==> src/rtl/grid_scan_driver.sv <==
// grid_scan_driver: row-multiplexed 7x7 LED matrix driver for the Life grid.
// Double-buffered so a new generation only appears at a frame boundary.
module grid_scan_driver #(
    parameter int ROWS  = 7,
    parameter int COLS  = 7,
    parameter int DWELL = 1000,
    parameter int BLANK = 8
) (
    input  logic                 clka,
    input  logic                 stop,
    input  logic                 enable,
    input  logic [ROWS*COLS-1:0] grid,
    input  logic                 grid_valid,
    output logic [ROWS-1:0]      row_sel,
    output logic [COLS-1:0]      col_data,
    output logic                 frame_start,
    output logic                 pending
);

    localparam int N    = ROWS * COLS;
    localparam int CMAX = (DWELL > BLANK) ? DWELL : BLANK;
    localparam int CW   = $clog2(CMAX + 1);
    localparam int RW   = (ROWS > 1) ? $clog2(ROWS) : 1;

    localparam logic [CW-1:0] DWELL_LAST = CW'(DWELL - 1);
    localparam logic [CW-1:0] BLANK_LAST = CW'(BLANK - 1);
    localparam logic [RW-1:0] ROW_LAST   = RW'(ROWS - 1);

    typedef enum logic [1:0] {
        S_IDLE,
        S_BLANK,
        S_SHOW
    } state_t;

    state_t        state;
    state_t        state_n;
    logic [RW-1:0] row;
    logic [RW-1:0] row_n;
    logic [CW-1:0] cnt;
    logic [CW-1:0] cnt_n;
    logic          swap;

    logic [N-1:0]  shadow;
    logic [N-1:0]  shadow_n;
    logic [N-1:0]  pend_buf;
    logic [N-1:0]  pend_buf_n;
    logic          pending_n;

    logic [ROWS-1:0] row_sel_n;
    logic [COLS-1:0] col_data_n;
    logic            frame_start_n;

    // Scan sequencer: idle -> blank -> show row, one row per blank/show pair.
    always_comb begin
        state_n = state;
        row_n   = row;
        cnt_n   = cnt;
        swap    = 1'b0;
        if (!enable) begin
            state_n = S_IDLE;
            row_n   = '0;
            cnt_n   = '0;
        end else begin
            unique case (state)
                S_IDLE: begin
                    state_n = S_BLANK;
                    row_n   = '0;
                    cnt_n   = '0;
                    swap    = 1'b1;
                end
                S_BLANK: begin
                    if (cnt == BLANK_LAST) begin
                        state_n = S_SHOW;
                        cnt_n   = '0;
                    end else begin
                        cnt_n = cnt + 1'b1;
                    end
                end
                S_SHOW: begin
                    if (cnt == DWELL_LAST) begin
                        state_n = S_BLANK;
                        cnt_n   = '0;
                        if (row == ROW_LAST) begin
                            row_n = '0;
                            swap  = 1'b1;
                        end else begin
                            row_n = row + 1'b1;
                        end
                    end else begin
                        cnt_n = cnt + 1'b1;
                    end
                end
                default: begin
                    state_n = S_IDLE;
                    row_n   = '0;
                    cnt_n   = '0;
                end
            endcase
        end
    end

    // Capture new generations; at a frame boundary the newest one wins.
    always_comb begin
        pend_buf_n = pend_buf;
        pending_n  = pending;
        shadow_n   = shadow;
        if (grid_valid) begin
            pend_buf_n = grid;
            pending_n  = 1'b1;
        end
        if (swap) begin
            if (grid_valid) begin
                shadow_n = grid;
            end else if (pending) begin
                shadow_n = pend_buf;
            end
            pending_n = 1'b0;
        end
    end

    // Matrix drive for the upcoming cycle, so outputs register with state.
    always_comb begin
        row_sel_n     = '0;
        col_data_n    = '0;
        frame_start_n = 1'b0;
        if (state_n == S_SHOW) begin
            row_sel_n     = ROWS'(1) << row_n;
            col_data_n    = shadow_n[int'(row_n) * COLS +: COLS];
            frame_start_n = (state != S_SHOW) && (row_n == '0);
        end
    end

    // Sequencer state and registered matrix outputs.
    always_ff @(posedge clka) begin
        if (stop) begin
            state       <= S_IDLE;
            row         <= '0;
            cnt         <= '0;
            row_sel     <= '0;
            col_data    <= '0;
            frame_start <= 1'b0;
        end else begin
            state       <= state_n;
            row         <= row_n;
            cnt         <= cnt_n;
            row_sel     <= row_sel_n;
            col_data    <= col_data_n;
            frame_start <= frame_start_n;
        end
    end

    // Frame buffers: displayed shadow and waiting pend_buf.
    always_ff @(posedge clka) begin
        if (stop) begin
            shadow   <= '0;
            pend_buf <= '0;
            pending  <= 1'b0;
        end else begin
            shadow   <= shadow_n;
            pend_buf <= pend_buf_n;
            pending  <= pending_n;
        end
    end

endmodule
==> config.mk <==
export PLATFORM = sky130hd
export DESIGN_NAME = grid_scan_driver
export DESIGN_NICKNAME = d
export VERILOG_FILES = /design/src/rtl/grid_scan_driver.sv
export SDC_FILE = /design/constraint.sdc
export NUM_CORES = 1
export LEC_CHECK = 0
export ABC_AREA = 1
export CAP_MARGIN = 40
export CORE_UTILIZATION = 60
export DETAILED_ROUTE_END_ITERATION = 8
export DONT_BUFFER_PORTS = 1
export GPL_TIMING_DRIVEN = 1
export PLACE_DENSITY = 0.76
export SLEW_MARGIN = 20
export SYNTH_ARGS = -nofsm -noshare
export SYNTH_HDL_FRONTEND = slang
export SYNTH_SLANG_ARGS = --single-unit
==> constraint.sdc <==
create_clock -name clka -period 2.7 [get_ports clka]
set_clock_uncertainty 0.1 [all_clocks]
set_input_delay 0.27 -clock clka [delete_from_list [all_inputs] [get_ports clka]]
set_output_delay 0.27 -clock clka [all_outputs]
set_load 0.01 [all_outputs]
==> metrics.md <==
| Metric | Value |
|---|---|
| Max Cap Viol | 0 |
| Clock sinks | 129 |
| CP Capture Type | flip-flop |
| Maximum resistive drop on vdd | 495 µV |
| RD Place Congestion | 0.841 |
| CP bufs+invs | 3 |
| Vert. Die Dim | 107 µm |
| Die area | 11400 µm² |
| Vias | 6312 |
| Synth top area cells | dfxtp_1 39%, nand2_1 19%, o21ai_0 6.1% |
| Routed vias/inst | about 5.5 |
| P_sw | about 1.2 mW |
| Largest net degree at the start of global routing | 134 |
| Mapped Avg Cell Area | 6.73 µm² |
| Data arrival, critical path | around 2.9 ns |
| Final period utilization | 0.931 |
| Post-layout min period | between 2 and 3 ns |
| Clock buffer depth | 2 |
| Final setup fails | 0 |
| Internal power | 3.57 mW |
| Initial DRC Count | 452 |
| H-tree depth | 4 |
| Sequential share of power | 0.432 |
| F_max | 0.398 GHz |
| Ys async rst share | 0 |
| Top-area cell type share of the netlist area | 0.391 |
| HPWL Detailed | 9.94 mm |
| Clk root buf | clkbuf_8 |
| Clock share of power | 0.456 |
| Initial antenna violation count | 0 |
| Status | complete, no violations |
| Slew headroom | 0.664 |
| Post-CTS setup buffer count | 0 |
| Commonest non-fill, non-tap cell in the layout | nand2_1 |
| Flops & latches, synth | 129 |
| Net Sw Frac | 0.245 |
| Post-synthesis cell type count | 35 |
| Synth-to-Final Area Change | 17.3% |
| Boundary pin count | 69 |
| Core area | 10500 µm² |
| Register area share after synthesis | 0.391 |
| Crit path cell chain | inv_1 -> ha_2 -> nand2_1 -> nor2_1 -> nand4_1 -> nand2_2 -> buf_4 -> nand3_1 -> dlygate4sd3_1 -> a21oi_1 |
| Syn Nets | 1039 |
| Share of layout cells above drive strength 1 | 0.0639 |
| Gate Count Post-Synth | 981 |
| Initial Utilization | 0.629 |
| Leak | 3.41 nW |
| Setup Crit Path Kind | flip-flop to flip-flop |
| Fillers | between 800 and 900 |
| Syn Std Cell Area | 6610 µm² |
| TritonCTS Buffers | 17 |
| Final net count | 1066 |
| Number of global-route vias before repair | 5904 |
| Path category of the worst min-delay check | primary input to flip-flop |
| Top_reg_cell synth | dfxtp_1 |
| Crit path max-delay family | buffers and inverters |
| Setup repair after global routing missed its margin | false |
| Worst-skew pair later-pin latency | 0.53 ns |
| Antenna Diode Count | 0 |
| I/O Buffers | 0 |
| Critical path fanouts, max | 29 |
| Max incr delay on CP | just over 0.6 ns |
| Critical Path RT | 3.06 ns |
| Final WL | around 17 mm |
| Cell Pwr Density | 609 nW/µm² |
| Yosys warnings | 0 |
| Commonest cells after routing, fill and taps aside | 326 x nand2_1, 128 x dfxtp_1, 96 x inv_1 |
| CTS tree | built |
| Yosys top cell by area | dfxtp_1 |
| CP Launch Type | flip-flop |
| Slowest stage cell, crit path | dlygate4sd3_1 |
| Total GRT Usage | 0.309 |
| Global route overflow | 0 |
| Total Power | 4.72 mW |
| EDFF count, synth | 0 |
| Drt pass-1 iters | 5 |
| Final ANT Viol Nets | 0 |
| Comb power frac | 0.112 |
| Max Slew Vio Count | 0 |
| First-pass GRT wire length | 27.8 mm |
| Num rows | 37 |
| Worst-margin pin slew | 0.504 ns |
| Remaining DRCs | 0 |
| DR WL/cell | 14.4 µm |
| Setup TNS | 0 ns |
| Horiz. Die Dim | between 100 and 150 µm |
| Clk pin slew, worst setup/hold paths | 0.06 ns |
| Hold Vio Cnt, Final | 0 |
worst paths after layout:
| kind | start | to | slack (ns) | cells past startpoint |
|---|---|---|---|---|
| max reg2reg | state[0]$_SDFF_PP0_ | shadow[3]$_SDFF_PP0_ | 0.18 | 10 |
| min reg2reg | cnt[0]$_SDFF_PP0_ | cnt[0]$_SDFF_PP0_ | 0.35 | 1 |
| min | enable | col_data[0]$_SDFF_PP0_ | 0.02 | 5 |
| max | state[0]$_SDFF_PP0_ | shadow[3]$_SDFF_PP0_ | 0.18 | 10 |
power groups by stage:
stage / Clock [mW] / Combinational [mW] / Sequential [mW]
finish: 2.15 / 0.527 / 2.04
global route: 2.27 / 0.594 / 2.05
CTS: 2.18 / 0.518 / 2.04
detailed placement: 0 / 0.377 / 2.08
global placement: 0 / 0.365 / 2.08
floorplan: 0 / 0.363 / 2.07
metal layers:
layer,global-route usage,wire [µm]
met1,0.391,7570
met2,0.506,7840
met3,0.0711,823
met4,0.124,413
met5,0,0
cell usage after synthesis (all sizes together) (2+ instances only):
| cell type | number |
|---|---|
| nand2 | 337 |
| dfxtp | 129 |
| inv | 99 |
| o21ai | 83 |
| nor2 | 82 |
| a21oi | 52 |
| nand3 | 51 |
| a211oi | 47 |
| clkbuf | 30 |
| buf | 29 |
| mux2i | 19 |
| ha | 5 |
| nand4 | 4 |
| xor2 | 4 |
| nor3 | 3 |
| nor3b | 2 |
timing repair:
item | in CTS | in global routing
resized for setup | 0 | 2
hold endpoints to repair | 105 | 5
hold buffers | 60 | 1
setup endpoints to repair | 0 | 6
layout make-up:
type,instances,area [µm²],share of cell area
Clock inverter,7,85.1,0.0110
Multi-Input combinational cell,693,3360,0.433
Timing Repair Buffer,67,713,0.0920
Clock buffer,22,463,0.0597
Inverter,100,375,0.0484
Tap cell,136,170,0.0220
Sequential cell,129,2580,0.333
worst register-to-register path, delay by kind of cell, from the launching register on:
family / cells / cell delay [ns]
buffers and inverters: 3 / 1.05
adders and majority gates: 1 / 0.27
and+or+nand+nor: 5 / 0.56
DFF: 1 / 0.33
AOI/OAI and AO/OA: 1 / 0.14
cell families (layout without fill, tap and decap cells):
group / after synthesis / after routing / share of synthesized area
simple gates: 480 / 480 / 0.301
compound gates: 184 / 184 / 0.161
buf+inv: 159 / 196 / 0.102
flops: 129 / 129 / 0.391
mux: 19 / 19 / 0.0288
fa+ha+maj: 5 / 5 / 0.00947
xor+xnor: 5 / 5 / 0.00663
state kept, by name, summed over array words and instances, names as in the netlist:
name and cells:
cnt 10, col_data 7, frame_start 1, pend_buf 49, pending 1, row 3
row_sel 7, shadow 49, state 2
stage by stage:
stage / instance area, µm² / utilization / hold slack, ns / setup slack (ns) / instances
5_1_grt: 7750 / 0.737 / 0.0173 / 0.00695 / 1154
3_3_place_gp: 6540 / 0.622 / 0.253 / 0.383 / 1064
3_5_place_dp: 6540 / 0.622 / 0.255 / 0.303 / 1064
4_1_cts: 7730 / 0.736 / 0.00626 / 0.113 / 1153
6_report: 7750 / 0.737 / 0.0222 / 0.185 / 1154
2_1_floorplan: 6610 / - / 0.303 / 0.780 / 981
Power figures use the tool's default switching activity.
